### src/rtl/ahb_pkg.sv
// ahb_pkg: shared size encodings, arbiter states and master indices.
package ahb_pkg;
  localparam logic [1:0] SIZE_BYTE = 2'd0;
  localparam logic [1:0] SIZE_HALF = 2'd1;
  localparam logic [1:0] SIZE_WORD = 2'd2;
  localparam logic M_CORE = 1'b0;
  localparam logic M_DMA  = 1'b1;
  typedef enum logic {ARB_IDLE, ARB_RD_WAIT} arb_state_t;
endpackage

### src/rtl/ahb_arb_grant.sv
// ahb_arb_grant: combinational two-master grant.
// AHB_ARB_ROUND_ROBIN_EN selects round-robin on the last-granted pointer; otherwise m0 has fixed priority.
module ahb_arb_grant (
`ifdef AHB_ARB_ROUND_ROBIN_EN
  input  logic last,
`endif
  input  logic req0,
  input  logic req1,
  output logic gnt,
  output logic gnt_vld
);
  always_comb begin
    gnt_vld = req0 | req1;
`ifdef AHB_ARB_ROUND_ROBIN_EN
    gnt = (req0 & req1) ? ~last : req1;
`else
    gnt = ~req0 & req1;
`endif
  end
endmodule

### src/rtl/ahb_master_arbiter.sv
// ahb_master_arbiter: arbitrates core (m0) and DMA (m1) onto one AHB port, one transaction outstanding.
// AHB_ARB_ROUND_ROBIN_EN enables round-robin grant; default build is fixed priority to m0.
module ahb_master_arbiter
  import ahb_pkg::*;
#(
  parameter int TIMEOUT_CYCLES = 255
) (
  input  logic        clk,
  input  logic        rst_n,
  input  logic        m0_rd_en,
  input  logic        m0_wr_en,
  input  logic [31:0] m0_addr,
  input  logic [31:0] m0_wr_data,
  input  logic [1:0]  m0_size,
  output logic        m0_busy,
  output logic [31:0] m0_rd_data,
  output logic        m0_rd_vld,
  output logic        m0_err,
  input  logic        m1_rd_en,
  input  logic        m1_wr_en,
  input  logic [31:0] m1_addr,
  input  logic [31:0] m1_wr_data,
  input  logic [1:0]  m1_size,
  output logic        m1_busy,
  output logic [31:0] m1_rd_data,
  output logic        m1_rd_vld,
  output logic        m1_err,
  output logic        ahb_rd_en,
  output logic        ahb_wr_en,
  output logic [31:0] ahb_addr,
  output logic [31:0] ahb_wr_data,
  output logic [1:0]  ahb_size,
  input  logic [31:0] ahb_rd_data,
  input  logic        ahb_rd_vld,
  input  logic        ahb_busy,
  output logic        arb_owner
);
  localparam logic [15:0] TMO_LAST = 16'(TIMEOUT_CYCLES - 1);
  arb_state_t state_q, state_d;
  logic [15:0] cnt_q, cnt_d;
  logic owner_q, owner_d;
  logic gnt, gnt_vld, acc, rd_done, tmo, sel_rd, sel_wr, clash;
  logic [31:0] sel_addr, sel_wd;
  logic [1:0] sel_size;
`ifdef AHB_ARB_ROUND_ROBIN_EN
  logic last_q, last_d;
`endif
  ahb_arb_grant u_grant (
`ifdef AHB_ARB_ROUND_ROBIN_EN
    .last(last_q),
`endif
    .req0(m0_rd_en | m0_wr_en),
    .req1(m1_rd_en | m1_wr_en),
    .gnt(gnt),
    .gnt_vld(gnt_vld)
  );
  // rst_n gates acceptance so nothing leaks onto the bus while reset is held
  always_comb begin
    sel_rd   = gnt ? m1_rd_en : m0_rd_en;
    sel_wr   = gnt ? m1_wr_en : m0_wr_en;
    sel_addr = gnt ? m1_addr : m0_addr;
    sel_wd   = gnt ? m1_wr_data : m0_wr_data;
    sel_size = gnt ? m1_size : m0_size;
    acc      = rst_n && state_q == ARB_IDLE && !ahb_busy && gnt_vld;
    clash    = acc && sel_rd && sel_wr;
    rd_done  = state_q == ARB_RD_WAIT && ahb_rd_vld;
    tmo      = state_q == ARB_RD_WAIT && !ahb_rd_vld && cnt_q == TMO_LAST;
    ahb_rd_en   = acc && sel_rd;
    ahb_wr_en   = acc && sel_wr && !sel_rd;
    ahb_addr    = acc ? sel_addr : '0;
    ahb_wr_data = acc ? sel_wd : '0;
    ahb_size    = acc ? sel_size : '0;
    m0_busy    = !(acc && gnt == M_CORE);
    m1_busy    = !(acc && gnt == M_DMA);
    m0_rd_vld  = (rd_done || tmo) && owner_q == M_CORE;
    m1_rd_vld  = (rd_done || tmo) && owner_q == M_DMA;
    m0_rd_data = (rd_done && owner_q == M_CORE) ? ahb_rd_data : '0;
    m1_rd_data = (rd_done && owner_q == M_DMA) ? ahb_rd_data : '0;
    m0_err     = (tmo && owner_q == M_CORE) || (clash && gnt == M_CORE);
    m1_err     = (tmo && owner_q == M_DMA) || (clash && gnt == M_DMA);
    arb_owner  = owner_q;
    state_d = state_q;
    cnt_d   = cnt_q;
    owner_d = acc ? gnt : owner_q;
    if (acc && sel_rd) begin
      state_d = ARB_RD_WAIT;
      cnt_d   = '0;
    end else if (state_q == ARB_RD_WAIT) begin
      state_d = (rd_done || tmo) ? ARB_IDLE : ARB_RD_WAIT;
      cnt_d   = &cnt_q ? cnt_q : cnt_q + 16'd1;
    end
  end
  always_ff @(posedge clk or negedge rst_n) begin
    if (!rst_n) begin
      state_q <= ARB_IDLE;
      cnt_q   <= '0;
      owner_q <= M_CORE;
    end else begin
      state_q <= state_d;
      cnt_q   <= cnt_d;
      owner_q <= owner_d;
    end
  end
`ifdef AHB_ARB_ROUND_ROBIN_EN
  assign last_d = acc ? gnt : last_q;
  always_ff @(posedge clk or negedge rst_n) begin
    if (!rst_n) last_q <= M_DMA;
    else last_q <= last_d;
  end
`endif
endmodule

### config.mk
export PLATFORM = sky130hd
export DESIGN_NAME = ahb_master_arbiter
export DESIGN_NICKNAME = d
export VERILOG_FILES = /design/src/rtl/ahb_pkg.sv /design/src/rtl/ahb_arb_grant.sv /design/src/rtl/ahb_master_arbiter.sv
export SDC_FILE = /design/constraint.sdc
export NUM_CORES = 1
export LEC_CHECK = 0
export ABC_AREA = 1
export BUFFER_PORTS_ARGS = -buffer_cell sky130_fd_sc_hd__buf_2
export CAP_MARGIN = 10
export CORE_AREA = 3 3 121 123
export CTS_BUF_LIST = sky130_fd_sc_hd__clkbuf_4 sky130_fd_sc_hd__clkbuf_8
export CTS_CLUSTER_DIAMETER = 120
export DETAILED_ROUTE_END_ITERATION = 8
export DIE_AREA = 0 0 124 126
export PLACE_DENSITY = 0.51
export SLEW_MARGIN = 5
export SYNTH_ARGS = -nofsm -noshare
export SYNTH_HDL_FRONTEND = slang
export SYNTH_SLANG_ARGS = --single-unit
### constraint.sdc
create_clock -name clk -period 2.5 [get_ports clk]
set_clock_uncertainty 0.2 [all_clocks]
set_input_delay 0.375 -clock clk [delete_from_list [all_inputs] [get_ports clk]]
set_output_delay 0.375 -clock clk [all_outputs]
set_load 0.02 [all_outputs]
=== After elaboration in Yosys (flattened, before gate mapping) ===
Cells that the tools add are included.

* Reduce and logical (&&, ||, !) cells: 31
* $add $sub $neg: 1
* Equality and inequality tests: 2
* Multiplexer cells: 16
* Bitwise operators: 8

{| class="wikitable"
|+ Operators by type and width
! kind !! number
|-
| $mux W32 || 6
|-
| $mux W16 || 3
|-
| $logic_and A1 B1 Y1 || 20
|-
| $add A16 B1 Y16 const B || 1
|-
| $eq A16 B8 Y1 const B || 1
|-
| $reduce_and A16 Y1 || 1
|-
| $logic_not A1 Y1 || 5
|-
| $mux W1 || 5
|-
| $mux W2 || 2
|-
| $not A1 Y1 || 4
|-
| $logic_or A1 B1 Y1 || 3
|-
| $or A1 B1 Y1 || 3
|-
| $ne A2 B2 Y1 const B || 1
|-
| $reduce_and A2 Y1 || 1
|-
| $reduce_bool A2 Y1 || 1
|-
| $and A1 B1 Y1 || 1
|}

* Input port bits: 172
* Flip-flop bits (word level): 18

=== Logic depth before layout (Yosys ltp) ===
Gate-level depths: netlist (run 1).

* Depth in word-level cells: 8
* Depth in mapped cells: 10
* Depth with buffers taken out: 10

=== By module ===
A second synthesis (run 1) with hierarchy kept.

* Cells, all modules: 513
* Area, all modules: 2646.3 um^2

{| class="wikitable"
|+ By module, submodules not included
! module !! times used !! cells each !! seq. area each (um^2) !! area each (um^2)
|-
| ahb_master_arbiter || 1 || 509 || 450.4 || 2631.3
|-
| ahb_arb_grant || 1 || 4 || 0.0 || 15.0
|}

=== Worst setup path before layout (run 1) ===
Ideal clock, no wire load.

* Path type: input -> output
* From: input m0_wr_en
* To: output ahb_wr_data[10]
* Required time: 1.925 ns
* Setup slack: 0.479 ns
* Arrival: 1.446 ns
* Stages on the path: 7
* Buffers on the path: 2
* Path through: nor2_1 > inv_2 > nor2_4 > buf_4 > buf_4 > nand2_1 > a21oi_1

* Longest elaborated chain between the ends: 5

{| class="wikitable"
|+ Ends and longest elaborated chain
! what !! RTL line !! text
|-
| start, declared || ahb_master_arbiter.sv:11 || <nowiki>input logic m0_wr_en,</nowiki>
|-
| $or A1 B1 Y1 (*) || ahb_master_arbiter.sv:52 || <nowiki>.req0(m0_rd_en | m0_wr_en),</nowiki>
|-
| $not A1 Y1 || ahb_arb_grant.sv:17 || <nowiki>gnt = ~req0 & req1;</nowiki>
|-
| $and A1 B1 Y1 || ahb_arb_grant.sv:17 ||
|-
| $mux W32 || ahb_master_arbiter.sv:62 || <nowiki>sel_wd = gnt ? m1_wr_data : m0_wr_data;</nowiki>
|-
| $mux W32 (*) || ahb_master_arbiter.sv:71 || <nowiki>ahb_wr_data = acc ? sel_wd : '0;</nowiki>
|-
| end, declared || ahb_master_arbiter.sv:31 || <nowiki>output logic [31:0] ahb_wr_data,</nowiki>
|}

Every way passes the cells marked *; elsewhere a longest branch is shown, timed or not.

=== Final worst setup path (run 1) ===
* From: register state_q
* To: output ahb_addr[4]

* Longest elaborated chain between the ends: 5

{| class="wikitable"
|+ Ends and longest elaborated chain
! what !! RTL line !! text
|-
| start, declared || ahb_master_arbiter.sv:39 || <nowiki>arb_state_t state_q, state_d;</nowiki>
|-
| start signal, assigned || ahb_master_arbiter.sv:99 || <nowiki>state_q <= state_d;</nowiki>
|-
| $not A1 Y1 || ahb_master_arbiter.sv:64 || <nowiki>acc = rst_n && state_q == ARB_IDLE && !ahb_busy && gnt_vld;</nowiki>
|-
| $logic_and A1 B1 Y1 (3 in a row) || ahb_master_arbiter.sv:64 ||
|-
| $mux W32 || ahb_master_arbiter.sv:70 || <nowiki>ahb_addr = acc ? sel_addr : '0;</nowiki>
|-
| end, declared || ahb_master_arbiter.sv:30 || <nowiki>output logic [31:0] ahb_addr,</nowiki>
|}

Every way passes these cells.

==> tab_implementation.tex, run 1 <==
\begin{tabular}{lr}
\hline
Metric & Value \\
\hline
\multicolumn{2}{l}{\textbf{Synthesis}} \\
Synth warnings & 0 \\
Avg Inst Size Synth & 5.186 sq um \\
Post-synthesis cell area & around 2600 sq um \\
Most area-consuming cells after synthesis & nand2\_1 27\%, dfrtp\_1 17\%, a21oi\_1 13\% \\
Cell type contributing the most total cell area after synthesis & nand2\_1 \\
Synthesis-stage register bit count & 18 \\
Area fraction of the dominant cell type after synthesis & a little over a quarter \\
Post-Synthesis Net Count & approximately 680 \\
Sequential-to-total area share from yosys stat & between 10\% and 20\% \\
Number of instances in the synthesized netlist & a little over 500 \\
Number of unique standard cell types used by synthesis & 28 \\
\multicolumn{2}{l}{\textbf{GRT}} \\
Pin count of the biggest net entering global routing & slightly below 70 \\
Number of antenna violations at the first check in global routing & 1 \\
Vias in the first global route & 3,630 \\
Wire length of the first global-routing pass & approximately 18,000 microns \\
Overflow left after global routing & 0 \\
Global-route total usage across every layer & approximately 15\% \\
\multicolumn{2}{l}{\textbf{Place}} \\
Post-detail-place hpwl & 10,590 microns \\
Placer Congestion & 0.8068 \\
Input/output buffers & 310 \\
Placed cell count & 978 \\
Worst slack after detailed placement & 0.1302 ns \\
\multicolumn{2}{l}{\textbf{Drt}} \\
Detailed-router iteration count before antenna repair & 4 \\
Count of routing violations after the opening detailed-route iteration & 100 \\
Via count of the routed design & just over 4k \\
Vias per cell & around 4.1 \\
Average wire per cell in the routed design & approximately 13 microns \\
Wire length reported by the detailed router & approximately 13,000 microns \\
Antenna-violating nets left & 0 \\
Number of DRC violations after detailed routing & 0 \\
\multicolumn{2}{l}{\textbf{Clocking}} \\
H-tree depth & 1 \\
Root buffer cell & clkbuf\_8 \\
TritonCTS clock tree & built \\
CTS max path bufs & 2 \\
Clock-pin slew of the registers on the worst-case setup and hold paths & approximately 0.070 ns \\
Total CTS buffers & 3 \\
Worst-skew pair later-pin latency & 0.26 ns \\
Number of sinks on the clock net & 18 \\
\multicolumn{2}{l}{\textbf{Cells and area}} \\
Highest-count cells in the layout ignoring fill and taps & 310 x buf\_2, 189 x nand2\_1, 82 x nor2\_1 \\
Fin cells & 982 \\
Nets & 978 \\
Leading cell type in the layout, fill and taps excluded & buf\_2 \\
Ratio of cells with drive above 1 in the final layout & 44.26\% \\
Antenna cell count & 0 \\
Area Growth Syn to Fin & 71.85\% \\
\multicolumn{2}{l}{\textbf{Floorplanning}} \\
Starting Density & roughly a fifth \\
Core ar. & 13,770 sq um \\
Die height & approximately 130 microns \\
Total Die Area & roughly 16,000 sq um \\
Number of rows in the core area & 43 \\
Number of I/O pins & 311 \\
Die width & around 120 microns \\
\multicolumn{2}{l}{\textbf{Setup path}} \\
Critical path endpoint category & primary output \\
Arrival time reported for the critical path endpoint & about 1.8 ns \\
Required @ worst endpoint & 1.92 ns \\
Length in cells of the worst reg-to-reg path & 9 \\
Top fanout value on the critical path & 19 \\
Reg-to-Reg End & cnt\_q[4]\$\_DFFE\_PN0P\_ \\
Classification of the worst setup path & reg2out \\
Setup slack on the worst flop-to-flop path & 0.53 ns \\
Reg-to-Reg Start & cnt\_q[1]\$\_DFFE\_PN0P\_ \\
Launching element type of the critical path & flop \\
\multicolumn{2}{l}{\textbf{Hold path}} \\
Launch instance of the worst min-delay path & ahb\_rd\_vld \\
Cells on Worst Hold Path & 5 \\
Worst min-delay path class & in2reg \\
Hold-critical path endpoint & state\_q\$\_DFF\_PN0\_ \\
\multicolumn{2}{l}{\textbf{STA}} \\
Count of pins over their slew limit & 0 \\
Worst-Margin Slew & around 0.34 ns \\
Fin crit share & slightly above 90\% \\
Unrepaired setup endpoints after global routing & no \\
Final setup slack of the worst path & between 0.15 and 0.2 ns \\
Final period demand of the worst path & 2.323 ns \\
Final setup vio count & 0 \\
Remaining max-slew budget at the tightest pin & slightly below 80\% \\
Total Negative Setup Slacks & 0 ns \\
Fin. Hold Viols & 0 \\
Peak Freq & about 430 MHz \\
\multicolumn{2}{l}{\textbf{Pwr}} \\
Power consumption & about 1300 uW \\
Total power density per cell area & 295.1 nW/um\^{}2 \\
P\_leak & approximately 0.0029 uW \\
Maximum ir drop on the vdd rail & between 0.1 and 0.15 mV \\
\multicolumn{2}{l}{\textbf{Run status}} \\
Run status & completed \\
\multicolumn{2}{l}{\textbf{Run}} \\
Total of max-cap violations & 0 \\
\hline
\end{tabular}
state kept, by name, summed over array words and instances, names as in the netlist:
name,count
cnt_q,16
arb_owner,1
state_q,1
worst max path at each step:
stage | startpoint | to | cells past startpoint | slack [ns]
final | state_q$_DFF_PN0_ | ahb_addr[4] | 7 | 0.18
after floorplan | m0_wr_en | ahb_wr_data[10] | 7 | 0.48
after CTS | state_q$_DFF_PN0_ | ahb_addr[4] | 7 | 0.06
after detailed placement | m0_wr_en | ahb_addr[4] | 8 | 0.13
after global routing | state_q$_DFF_PN0_ | ahb_addr[4] | 7 | 0.04
after global placement | m0_wr_en | ahb_addr[4] | 8 | 0.11
where the power goes:
group          internal (uW)  switching, uW
registers                339           63.9
logic                    289            422
clock network            107            103
Yosys cell counts:
master,instances
inv_1,51
ha_1,2
nand4_1,4
buf_2,11
nor2_4,3
buf_6,1
o21ai_2,7
xor2_1,7
buf_4,3
nand2_1,190
nor2_2,3
dfrtp_1,18
nand2_4,2
nand3_1,13
nor3_1,1
a21oi_1,66
o21ai_1,6
nor4_1,1
clkbuf_1,13
or2_2,2
o21ai_0,2
xnor2_1,3
nand3_2,1
nand2_2,2
buf_8,1
inv_2,6
nor2_1,82
o21bai_1,2
area by class of cell:
cell class | instances | area [sq um]
Inverter | 57 | 214.0
Fill cell | 1594 | 9290
Multi-Input combinational cell | 399 | 1810
Tap cell | 180 | 225.2
Sequential cell | 18 | 450.4
Clock buffer | 3 | 41.29
Timing Repair Buffer | 325 | 1742
critical path, cell delays in order (launching register included):
cell and delay, ns:
dfrtp_1 0.42, inv_2 0.09, nand2_1 0.08, nor2_4 0.15, nand2_4 0.17, buf_12 0.20
a21oi_1 0.19, buf_2 0.21
kinds of logic after synthesis:
| kind of cell | after synthesis | synth area share, % |
|---|---|---|
| flip-flops | 18 | 17.27 |
| AO/OA/AOI/OAI | 83 | 17.12 |
| adder cells (fa/ha/maj) | 2 | 0.9591 |
| buffers and inverters | 86 | 14.05 |
| XOR/XNOR | 10 | 3.358 |
| AND/OR/NAND/NOR | 304 | 47.24 |
layer usage:
metal	wire length (microns)	GRT usage, %	part of all wire, %
met1	4948	17.40	39
met5	13	0	0.10
met2	6400	26.95	51
met4	169	2.964	1.3
met3	1115	2.515	8.8
timing repair:
action | CTS | global route
endpoints found under the setup margin | 1 | 5
hold endpoints to repair | 18 | 0
buffers inserted | 0 | 0
gates resized for setup | 1 | 2
hold buffers | 1 | 0
pin swaps | 0 | 0
through the flow:
step                hold WS [ns]  area, sq um  util (%)
detailed placement        0.2129         4415     32.06
finish                    0.3059         4483     32.55
global route              0.3318         4483     32.55
floorplan                -0.1206         2609         -
CTS                       0.3112         4472     32.47
global placement          0.2154         4415     32.06
No activity file was read; power rests on OpenSTA's default activity.
==> inputs of run 2 (changes only) <==
--- a/config.mk
+++ b/config.mk
@@ -14,6 +14,7 @@
 export DETAILED_ROUTE_END_ITERATION = 8
 export DIE_AREA = 0 0 124 126
 export PLACE_DENSITY = 0.51
+export RECOVER_POWER = 50
 export SLEW_MARGIN = 5
 export SYNTH_ARGS = -nofsm -noshare
 export SYNTH_HDL_FRONTEND = slang
==> tab_implementation.tex, run 2 (synthesized netlist as in run 1, its figures left out) <==
\begin{tabular}{lr}
\hline
Metric & Value \\
\hline
\multicolumn{2}{l}{\textbf{Floorplanning}} \\
Die width & 124 microns (unchanged) \\
Starting Density & 18.94\% (unchanged) \\
Core ar. & 13,770 sq um (unchanged) \\
Die height & 126 microns (unchanged) \\
Total Die Area & 15,620 sq um (unchanged) \\
Number of rows in the core area & 43 (unchanged) \\
Number of I/O pins & 311 (unchanged) \\
\multicolumn{2}{l}{\textbf{STA}} \\
Worst-Margin Slew & 0.9969 ns (was 0.3438 ns) \\
Peak Freq & 429.9 MHz (was 430.5 MHz) \\
Unrepaired setup endpoints after global routing & no (unchanged) \\
Final setup vio count & 0 (unchanged) \\
Final period demand of the worst path & 2.326 ns (was 2.323 ns) \\
Count of pins over their slew limit & 0 (unchanged) \\
WHS & 0.3057 ns (was 0.3059 ns) \\
Remaining max-slew budget at the tightest pin & 33.54\% (was 77.08\%) \\
Fin crit share & 93.04\% (was 92.92\%) \\
Fin. Hold Viols & 0 (unchanged) \\
Total Negative Setup Slacks & 0 ns (unchanged) \\
\multicolumn{2}{l}{\textbf{Setup path}} \\
Top fanout value on the critical path & 19 (unchanged) \\
Classification of the worst setup path & reg2out (unchanged) \\
Critical path endpoint category & primary output (unchanged) \\
Required @ worst endpoint & 1.92 ns (about the same) \\
Origin of the worst setup path & state\_q\$\_DFF\_PN0\_ (unchanged) \\
Reg-to-Reg Start & cnt\_q[1]\$\_DFFE\_PN0P\_ (unchanged) \\
Setup slack on the worst flop-to-flop path & 0.37 ns (was 0.53 ns) \\
Reg-to-Reg End & cnt\_q[15]\$\_DFFE\_PN0P\_ (was cnt\_q[4]\$\_DFFE\_PN0P\_) \\
Capturing element of the worst setup path & ahb\_addr[4] (unchanged) \\
Arrival time reported for the critical path endpoint & 1.75 ns (about the same) \\
Launching element type of the critical path & flop (unchanged) \\
Length in cells of the worst reg-to-reg path & 9 (unchanged) \\
\multicolumn{2}{l}{\textbf{Cells and area}} \\
Antenna cell count & 0 (unchanged) \\
Number of flip-flops in the largest register & 16 (unchanged) \\
Register with the most flip-flops & cnt\_q (unchanged) \\
Area Growth Syn to Fin & 68.20\% (was 71.85\%) \\
Final instance area & 4388 sq um (was 4483 sq um) \\
Fin cells & 982 (unchanged) \\
Ratio of cells with drive above 1 in the final layout & 37.03\% (was 44.26\%) \\
Highest-count cells in the layout ignoring fill and taps & 251 x buf\_2, 190 x nand2\_1, 83 x nor2\_1 (was 310 x buf\_2, 189 x nand2\_1, 82 x nor2\_1) \\
Leading cell type in the layout, fill and taps excluded & buf\_2 (unchanged) \\
Nets & 978 (unchanged) \\
\multicolumn{2}{l}{\textbf{Hold path}} \\
Launch instance of the worst min-delay path & ahb\_rd\_vld (unchanged) \\
Worst min-delay path class & in2reg (unchanged) \\
\multicolumn{2}{l}{\textbf{Clocking}} \\
CTS max path bufs & 2 (unchanged) \\
TritonCTS clock tree & built (unchanged) \\
Number of sinks on the clock net & 18 (unchanged) \\
Root buffer cell & clkbuf\_8 (unchanged) \\
Clock-pin slew of the registers on the worst-case setup and hold paths & 0.07 ns (about the same) \\
H-tree depth & 1 (unchanged) \\
Number of setup buffers added after CTS & 0 (unchanged) \\
Total CTS buffers & 3 (unchanged) \\
Worst-skew pair later-pin latency & 0.25 ns (was 0.26 ns) \\
\multicolumn{2}{l}{\textbf{GRT}} \\
Overflow left after global routing & 0 (unchanged) \\
Pin count of the biggest net entering global routing & 68 (unchanged) \\
Wire length of the first global-routing pass & 18,400 microns (unchanged) \\
Global-route total usage across every layer & 14.56\% (unchanged) \\
Number of antenna violations at the first check in global routing & 1 (unchanged) \\
Vias in the first global route & 3,630 (unchanged) \\
\multicolumn{2}{l}{\textbf{Drt}} \\
Number of DRC violations after detailed routing & 0 (unchanged) \\
Wire length reported by the detailed router & 12,740 microns (was 12,650 microns) \\
Antenna-violating nets left & 0 (unchanged) \\
Vias per cell & 4.130 (was 4.136) \\
Detailed-router iteration count before antenna repair & 4 (unchanged) \\
Count of routing violations after the opening detailed-route iteration & 103 (was 100) \\
Average wire per cell in the routed design & 12.97 microns (was 12.88 microns) \\
Via count of the routed design & 4,056 (was 4,062) \\
\multicolumn{2}{l}{\textbf{Pwr}} \\
Sequential Power Share & 30.7\% (was 30.4\%) \\
Clock Power Share & 16.0\% (was 15.9\%) \\
Combinational cell fraction of total power & 53.3\% (was 53.7\%) \\
Maximum ir drop on the vdd rail & 0.1254 mV (was 0.1250 mV) \\
Total power density per cell area & 298.9 nW/um\^{}2 (was 295.1 nW/um\^{}2) \\
Internal Pwr Total & 725.5 uW (was 734.9 uW) \\
Psw & 585.9 uW (was 588.2 uW) \\
P\_leak & 0.002624 uW (was 0.002861 uW) \\
Switching fraction of total power & 44.68\% (was 44.46\%) \\
Power consumption & 1311 uW (was 1323 uW) \\
\multicolumn{2}{l}{\textbf{Place}} \\
Input/output buffers & 310 (unchanged) \\
Placed cell count & 978 (unchanged) \\
Post-detail-place hpwl & 10,590 microns (unchanged) \\
Placer Congestion & 0.8068 (unchanged) \\
Placement Cell Area & 4415 sq um (unchanged) \\
\multicolumn{2}{l}{\textbf{Run status}} \\
Run status & completed (unchanged) \\
\multicolumn{2}{l}{\textbf{Run}} \\
Total of max-cap violations & 0 (unchanged) \\
\hline
\end{tabular}
[run 2: critical path: stages, from the launching register on]
cell     delay, ns
dfrtp_1       0.42
inv_2         0.09
nand2_1       0.08
nor2_4        0.15
nand2_4       0.17
buf_12        0.20
a21oi_1       0.19
buf_2         0.21
[run 2: metrics by stage]
step	setup WS [ns]	util [%]
2_1_floorplan	0.4787	-
3_3_place_gp	0.1051	32.06
3_5_place_dp	0.1302	32.06
4_1_cts	0.06362	32.47
5_1_grt	0.03876	31.86
6_report	0.1740	31.86
[run 2: final cells by class]
type	instances	area (sq um)
fillers	1637	9385
multi-input cells	399	1789
repair buffers	325	1668
flip-flops and latches	18	450.4
well taps	180	225.2
inverters	57	214.0
clock buffers	3	41.29
[run 2: power by group through the flow]
stage	clock, uW	combinational [uW]	sequential [uW]
finish	210	699	403
global route	227	791	416
CTS	216	719	402
detailed placement	0	713	409
global placement	0	715	408
floorplan	0	413	396
[run 2: layer usage]
| layer | routed length, microns | vias to the layer above | track usage (%) | share of wire (%) |
|---|---|---|---|---|
| met5 | 13 | - | 0 | 0.10 |
| met4 | 169 | 2 | 2.964 | 1.3 |
| met3 | 1166 | 14 | 2.515 | 9.2 |
| met2 | 6404 | 199 | 26.95 | 50 |
| met1 | 4985 | 1705 | 17.40 | 39 |
| li1 | - | 2136 | - | - |
[run 2: worst min-delay path by stage]
stage                                       end  slack (ns)  cells after the start
after floorplan           arb_owner$_DFFE_PN0P_       -0.12                      0
after global placement     cnt_q[1]$_DFFE_PN0P_        0.22                      2
after detailed placement   cnt_q[1]$_DFFE_PN0P_        0.21                      2
after CTS                     state_q$_DFF_PN0_        0.31                      4
after global routing          state_q$_DFF_PN0_        0.33                      4
final                         state_q$_DFF_PN0_        0.31                      5
[run 2: repair_timing]
action	in CTS	in global routing
hold buffers	1	0
resized for setup	1	2
pin swaps	0	0
endpoints found under the setup margin	1	5
endpoints found under the hold margin	18	0
==> inputs of run 3 (changes only) <==
--- a/config.mk
+++ b/config.mk
@@ -15,7 +15,9 @@
 export DIE_AREA = 0 0 124 126
 export PLACE_DENSITY = 0.51
 export RECOVER_POWER = 50
+export REMOVE_ABC_BUFFERS = 1
 export SLEW_MARGIN = 5
 export SYNTH_ARGS = -nofsm -noshare
 export SYNTH_HDL_FRONTEND = slang
+export SYNTH_HIERARCHICAL = 1
 export SYNTH_SLANG_ARGS = --single-unit
==> tab_implementation.tex, run 3 <==
\begin{tabular}{lr}
\hline
Metric & Value \\
\hline
\multicolumn{2}{l}{\textbf{Run status}} \\
Run status & completed (unchanged) \\
\multicolumn{2}{l}{\textbf{GRT}} \\
Number of antenna violations at the first check in global routing & 9 (was 1) \\
Overflow left after global routing & 0 (unchanged) \\
Global-route total usage across every layer & 16.98\% (was 14.56\%) \\
Vias in the first global route & 3,769 (was 3,630) \\
Pin count of the biggest net entering global routing & 51 (was 68) \\
Wire length of the first global-routing pass & 20,570 microns (was 18,400 microns) \\
\multicolumn{2}{l}{\textbf{Cells and area}} \\
Sequential cell area in the final layout & 450.4 sq um (unchanged) \\
Highest-count cells in the layout ignoring fill and taps & 261 x buf\_2, 199 x nand2\_1, 80 x nor2\_1 (was 251 x buf\_2, 190 x nand2\_1, 83 x nor2\_1) \\
Final core utilization & 32.09\% (was 31.86\%) \\
Nets & 991 (was 978) \\
Number of flip-flops in the largest register & 16 (unchanged) \\
Final-layout fill cell count & 1,644 (was 1,637) \\
Ratio of cells with drive above 1 in the final layout & 38.53\% (was 37.03\%) \\
Multi-input combinational cell area & 1795 sq um (was 1789 sq um) \\
Leading cell type in the layout, fill and taps excluded & buf\_2 (unchanged) \\
Area Growth Syn to Fin & 67.00\% (was 68.20\%) \\
Register with the most flip-flops & cnt\_q (unchanged) \\
\multicolumn{2}{l}{\textbf{Synthesis}} \\
Synth warnings & 6 (was 0) \\
Cell type contributing the most total cell area after synthesis & nand2\_1 (unchanged) \\
Leading post-synthesis cells by instance count & 199 x nand2\_1, 81 x nor2\_1, 66 x a21oi\_1, 52 x inv\_1, 18 x dfrtp\_1 (was 190 x nand2\_1, 82 x nor2\_1, 66 x a21oi\_1, 51 x inv\_1, 18 x dfrtp\_1) \\
Combinational family with the most area after synthesis & simple AND/OR/NAND/NOR gates (unchanged) \\
Most area-consuming cells after synthesis & nand2\_1 28\%, dfrtp\_1 17\%, a21oi\_1 12\% (was nand2\_1 27\%, dfrtp\_1 17\%, a21oi\_1 13\%) \\
Share of the synthesized netlist area taken by xor and xnor gates & 2.317\% (was 3.357\%) \\
Number of instances in the synthesized netlist & 513 (was 503) \\
Sequential-to-total area share from yosys stat & 17.02\% (was 17.27\%) \\
Post-synthesis cell area & 2646 sq um (was 2609 sq um) \\
Number of unique standard cell types used by synthesis & 28 (unchanged) \\
Dominant cell by count in the synthesized netlist & nand2\_1 (unchanged) \\
EDFF count, synth & 0 (unchanged) \\
Complex-gate fraction of the synthesized area & 18.87\% (was 17.12\%) \\
Share of cell area taken by muxes after synthesis & 0\% (unchanged) \\
Area fraction of the dominant cell type after synthesis & 28.23\% (was 27.34\%) \\
Fraction of registers with async set or reset after synthesis & 100.0\% (unchanged) \\
Flip-flop cell with the highest count after synthesis & dfrtp\_1 (unchanged) \\
Area fraction in and, or, nand and nor cells after synthesis & 46.86\% (was 47.24\%) \\
Avg Inst Size Synth & 5.158 sq um (was 5.186 sq um) \\
Post-synthesis share of cell area spent on full adders, half adders and majority gates & 0.9456\% (was 0.9592\%) \\
Synthesis-stage register bit count & 18 (unchanged) \\
\multicolumn{2}{l}{\textbf{Pwr}} \\
Total power density per cell area & 292.2 nW/um\^{}2 (was 298.9 nW/um\^{}2) \\
Clock Power Share & 16.5\% (was 16.0\%) \\
Combinational cell fraction of total power & 52.2\% (was 53.3\%) \\
Maximum ir drop on the vdd rail & 0.1230 mV (was 0.1254 mV) \\
Internal Pwr Total & 714.5 uW (was 725.5 uW) \\
Sequential Power Share & 31.3\% (was 30.7\%) \\
Switching fraction of total power & 44.66\% (was 44.68\%) \\
P\_leak & 0.002644 uW (was 0.002624 uW) \\
Psw & 576.7 uW (was 585.9 uW) \\
\multicolumn{2}{l}{\textbf{Clocking}} \\
Number of sinks on the clock net & 18 (unchanged) \\
TritonCTS clock tree & built (unchanged) \\
Root buffer cell & clkbuf\_8 (unchanged) \\
Worst-skew pair later-pin latency & 0.26 ns (was 0.25 ns) \\
Total CTS buffers & 3 (unchanged) \\
CTS max path bufs & 2 (unchanged) \\
H-tree depth & 1 (unchanged) \\
Clock-pin slew of the registers on the worst-case setup and hold paths & 0.08 ns (was 0.07 ns) \\
Number of setup buffers added after CTS & 0 (unchanged) \\
\multicolumn{2}{l}{\textbf{Setup path}} \\
Number of buffer and inverter stages on the critical path & 5 (was 3) \\
Max incr delay on CP & 0.29 ns (was 0.42 ns) \\
Arrival time reported for the critical path endpoint & 1.77 ns (was 1.75 ns) \\
Critical-path top delay cell & or2\_2 (was dfrtp\_1) \\
Cell-by-cell listing of the critical path & clkbuf\_1 > or2\_2 > inv\_1 > nor2\_4 > inv\_2 > buf\_4 > nand2\_1 > a21oi\_1 > buf\_2 (was inv\_2 > nand2\_1 > nor2\_4 > nand2\_4 > buf\_12 > a21oi\_1 > buf\_2) \\
Launching element type of the critical path & primary input (was flop) \\
Classification of the worst setup path & in2out (was reg2out) \\
Critical path endpoint category & primary output (unchanged) \\
Largest delay contributor family on the critical path & buffers and inverters (unchanged) \\
Top fanout value on the critical path & 13 (was 19) \\
Required @ worst endpoint & 1.92 ns (about the same) \\
\multicolumn{2}{l}{\textbf{Drt}} \\
Vias per cell & 4.188 (was 4.130) \\
Count of routing violations after the opening detailed-route iteration & 237 (was 103) \\
Via count of the routed design & 4,184 (was 4,056) \\
Number of DRC violations after detailed routing & 0 (unchanged) \\
Antenna-violating nets left & 0 (unchanged) \\
Detailed-router iteration count before antenna repair & 5 (was 4) \\
Wire length reported by the detailed router & 14,600 microns (was 12,740 microns) \\
Average wire per cell in the routed design & 14.62 microns (was 12.97 microns) \\
\multicolumn{2}{l}{\textbf{Place}} \\
Input/output buffers & 310 (unchanged) \\
Placer Congestion & 0.8733 (was 0.8068) \\
Post-detail-place hpwl & 12,380 microns (was 10,590 microns) \\
Worst slack after detailed placement & 0.06252 ns (was 0.1302 ns) \\
\multicolumn{2}{l}{\textbf{STA}} \\
Fin crit share & 93.76\% (was 93.04\%) \\
Worst-Margin Slew & 1.014 ns (was 0.9969 ns) \\
Total Negative Setup Slacks & 0 ns (unchanged) \\
Peak Freq & 426.6 MHz (was 429.9 MHz) \\
Unrepaired setup endpoints after global routing & no (unchanged) \\
Final period demand of the worst path & 2.344 ns (was 2.326 ns) \\
Final setup vio count & 0 (unchanged) \\
Count of pins over their slew limit & 0 (unchanged) \\
Fin. Hold Viols & 0 (unchanged) \\
Remaining max-slew budget at the tightest pin & 32.38\% (was 33.54\%) \\
Final setup slack of the worst path & 0.1561 ns (was 0.1740 ns) \\
\multicolumn{2}{l}{\textbf{Floorplanning}} \\
Die width & 124 microns (unchanged) \\
Die height & 126 microns (unchanged) \\
Starting Density & 19.21\% (was 18.94\%) \\
Total Die Area & 15,620 sq um (unchanged) \\
Number of rows in the core area & 43 (unchanged) \\
Core ar. & 13,770 sq um (unchanged) \\
Number of I/O pins & 311 (unchanged) \\
\multicolumn{2}{l}{\textbf{Hold path}} \\
Worst min-delay path class & in2reg (unchanged) \\
\multicolumn{2}{l}{\textbf{Run}} \\
Total of max-cap violations & 0 (unchanged) \\
\hline
\end{tabular}
==> run 3: through the flow <==
step | hold WS, ns | area, sq um | cells | total power, uW
detailed placement | 0.2640 | 4454 | 991 | 1121
floorplan | -0.1206 | 2497 | 483 | 788.9
finish | 0.2215 | 4419 | 999 | 1291
global placement | 0.2660 | 4454 | 991 | 1120
CTS | 0.2237 | 4506 | 995 | 1343
global route | 0.2854 | 4414 | 997 | 1404
==> run 3: worst reg2reg max path, stage by stage, from the launching register on <==
cell,delay [ns]
dfrtp_1,0.47
inv_2,0.10
nand2_2,0.06
nor2_4,0.09
clkbuf_1,0.21
nand2_2,0.08
clkbuf_1,0.14
nand2_1,0.08
nand2_2,0.22
nand2_1,0.12
o21ai_0,0.08
==> run 3: worst paths after layout <==
path,from,to,slack [ns],cells after the start
max in group asynchronous,rst_n,cnt_q[13]$_DFFE_PN0P_,0.59,3
min in group asynchronous,rst_n,cnt_q[4]$_DFFE_PN0P_,0.89,3
worst min-delay path,ahb_rd_vld,state_q$_DFF_PN0_,0.22,4
worst min register to register,cnt_q[0]$_DFFE_PN0P_,cnt_q[0]$_DFFE_PN0P_,0.35,1
worst max-delay path,m1_rd_en,ahb_wr_data[9],0.16,9
worst max register to register,state_q$_DFF_PN0_,cnt_q[5]$_DFFE_PN0P_,0.52,10
==> run 3: power by group through the flow <==
stage | Sequential [uW] | Clock [uW] | Combinational (uW)
finish | 404 | 213 | 675
global route | 418 | 231 | 755
CTS | 405 | 223 | 714
detailed placement | 411 | 0 | 710
global placement | 411 | 0 | 710
floorplan | 397 | 0 | 392
==> run 3: cell families (layout without fill, tap and decap cells) <==
family,Yosys count,in the layout
and+or+nand+nor,308,308
AOI/OAI and AO/OA,89,89
buffers and inverters,89,391
DFF,18,18
xor gates and xnor gates,7,7
adders and majority gates,2,2
other,0,4
==> run 3: layout make-up <==
cell class / count / share of cell area [%]
Multi-Input combinational cell: 406 / 40.63
Timing Repair Buffer: 329 / 37.91
Sequential cell: 18 / 10.19
Tap cell: 180 / 5.096
Inverter: 59 / 5.011
Clock buffer: 3 / 0.9343
Antenna cell: 4 / 0.2265
==> run 3: repair_timing <==
action                                  CTS  global route
resized for setup                         0             4
hold buffers                              1             0
hold endpoints to repair                 18             0
endpoints found under the setup margin    0             3
==> run 3: routing by layer <==
layer	up-vias	track usage [%]	routed length, microns
met3	20	7.050	1885
met1	1755	20.54	5765
met4	12	2.126	125
met5	-	0	69
met2	214	28.86	6758
li1	2183	-	-
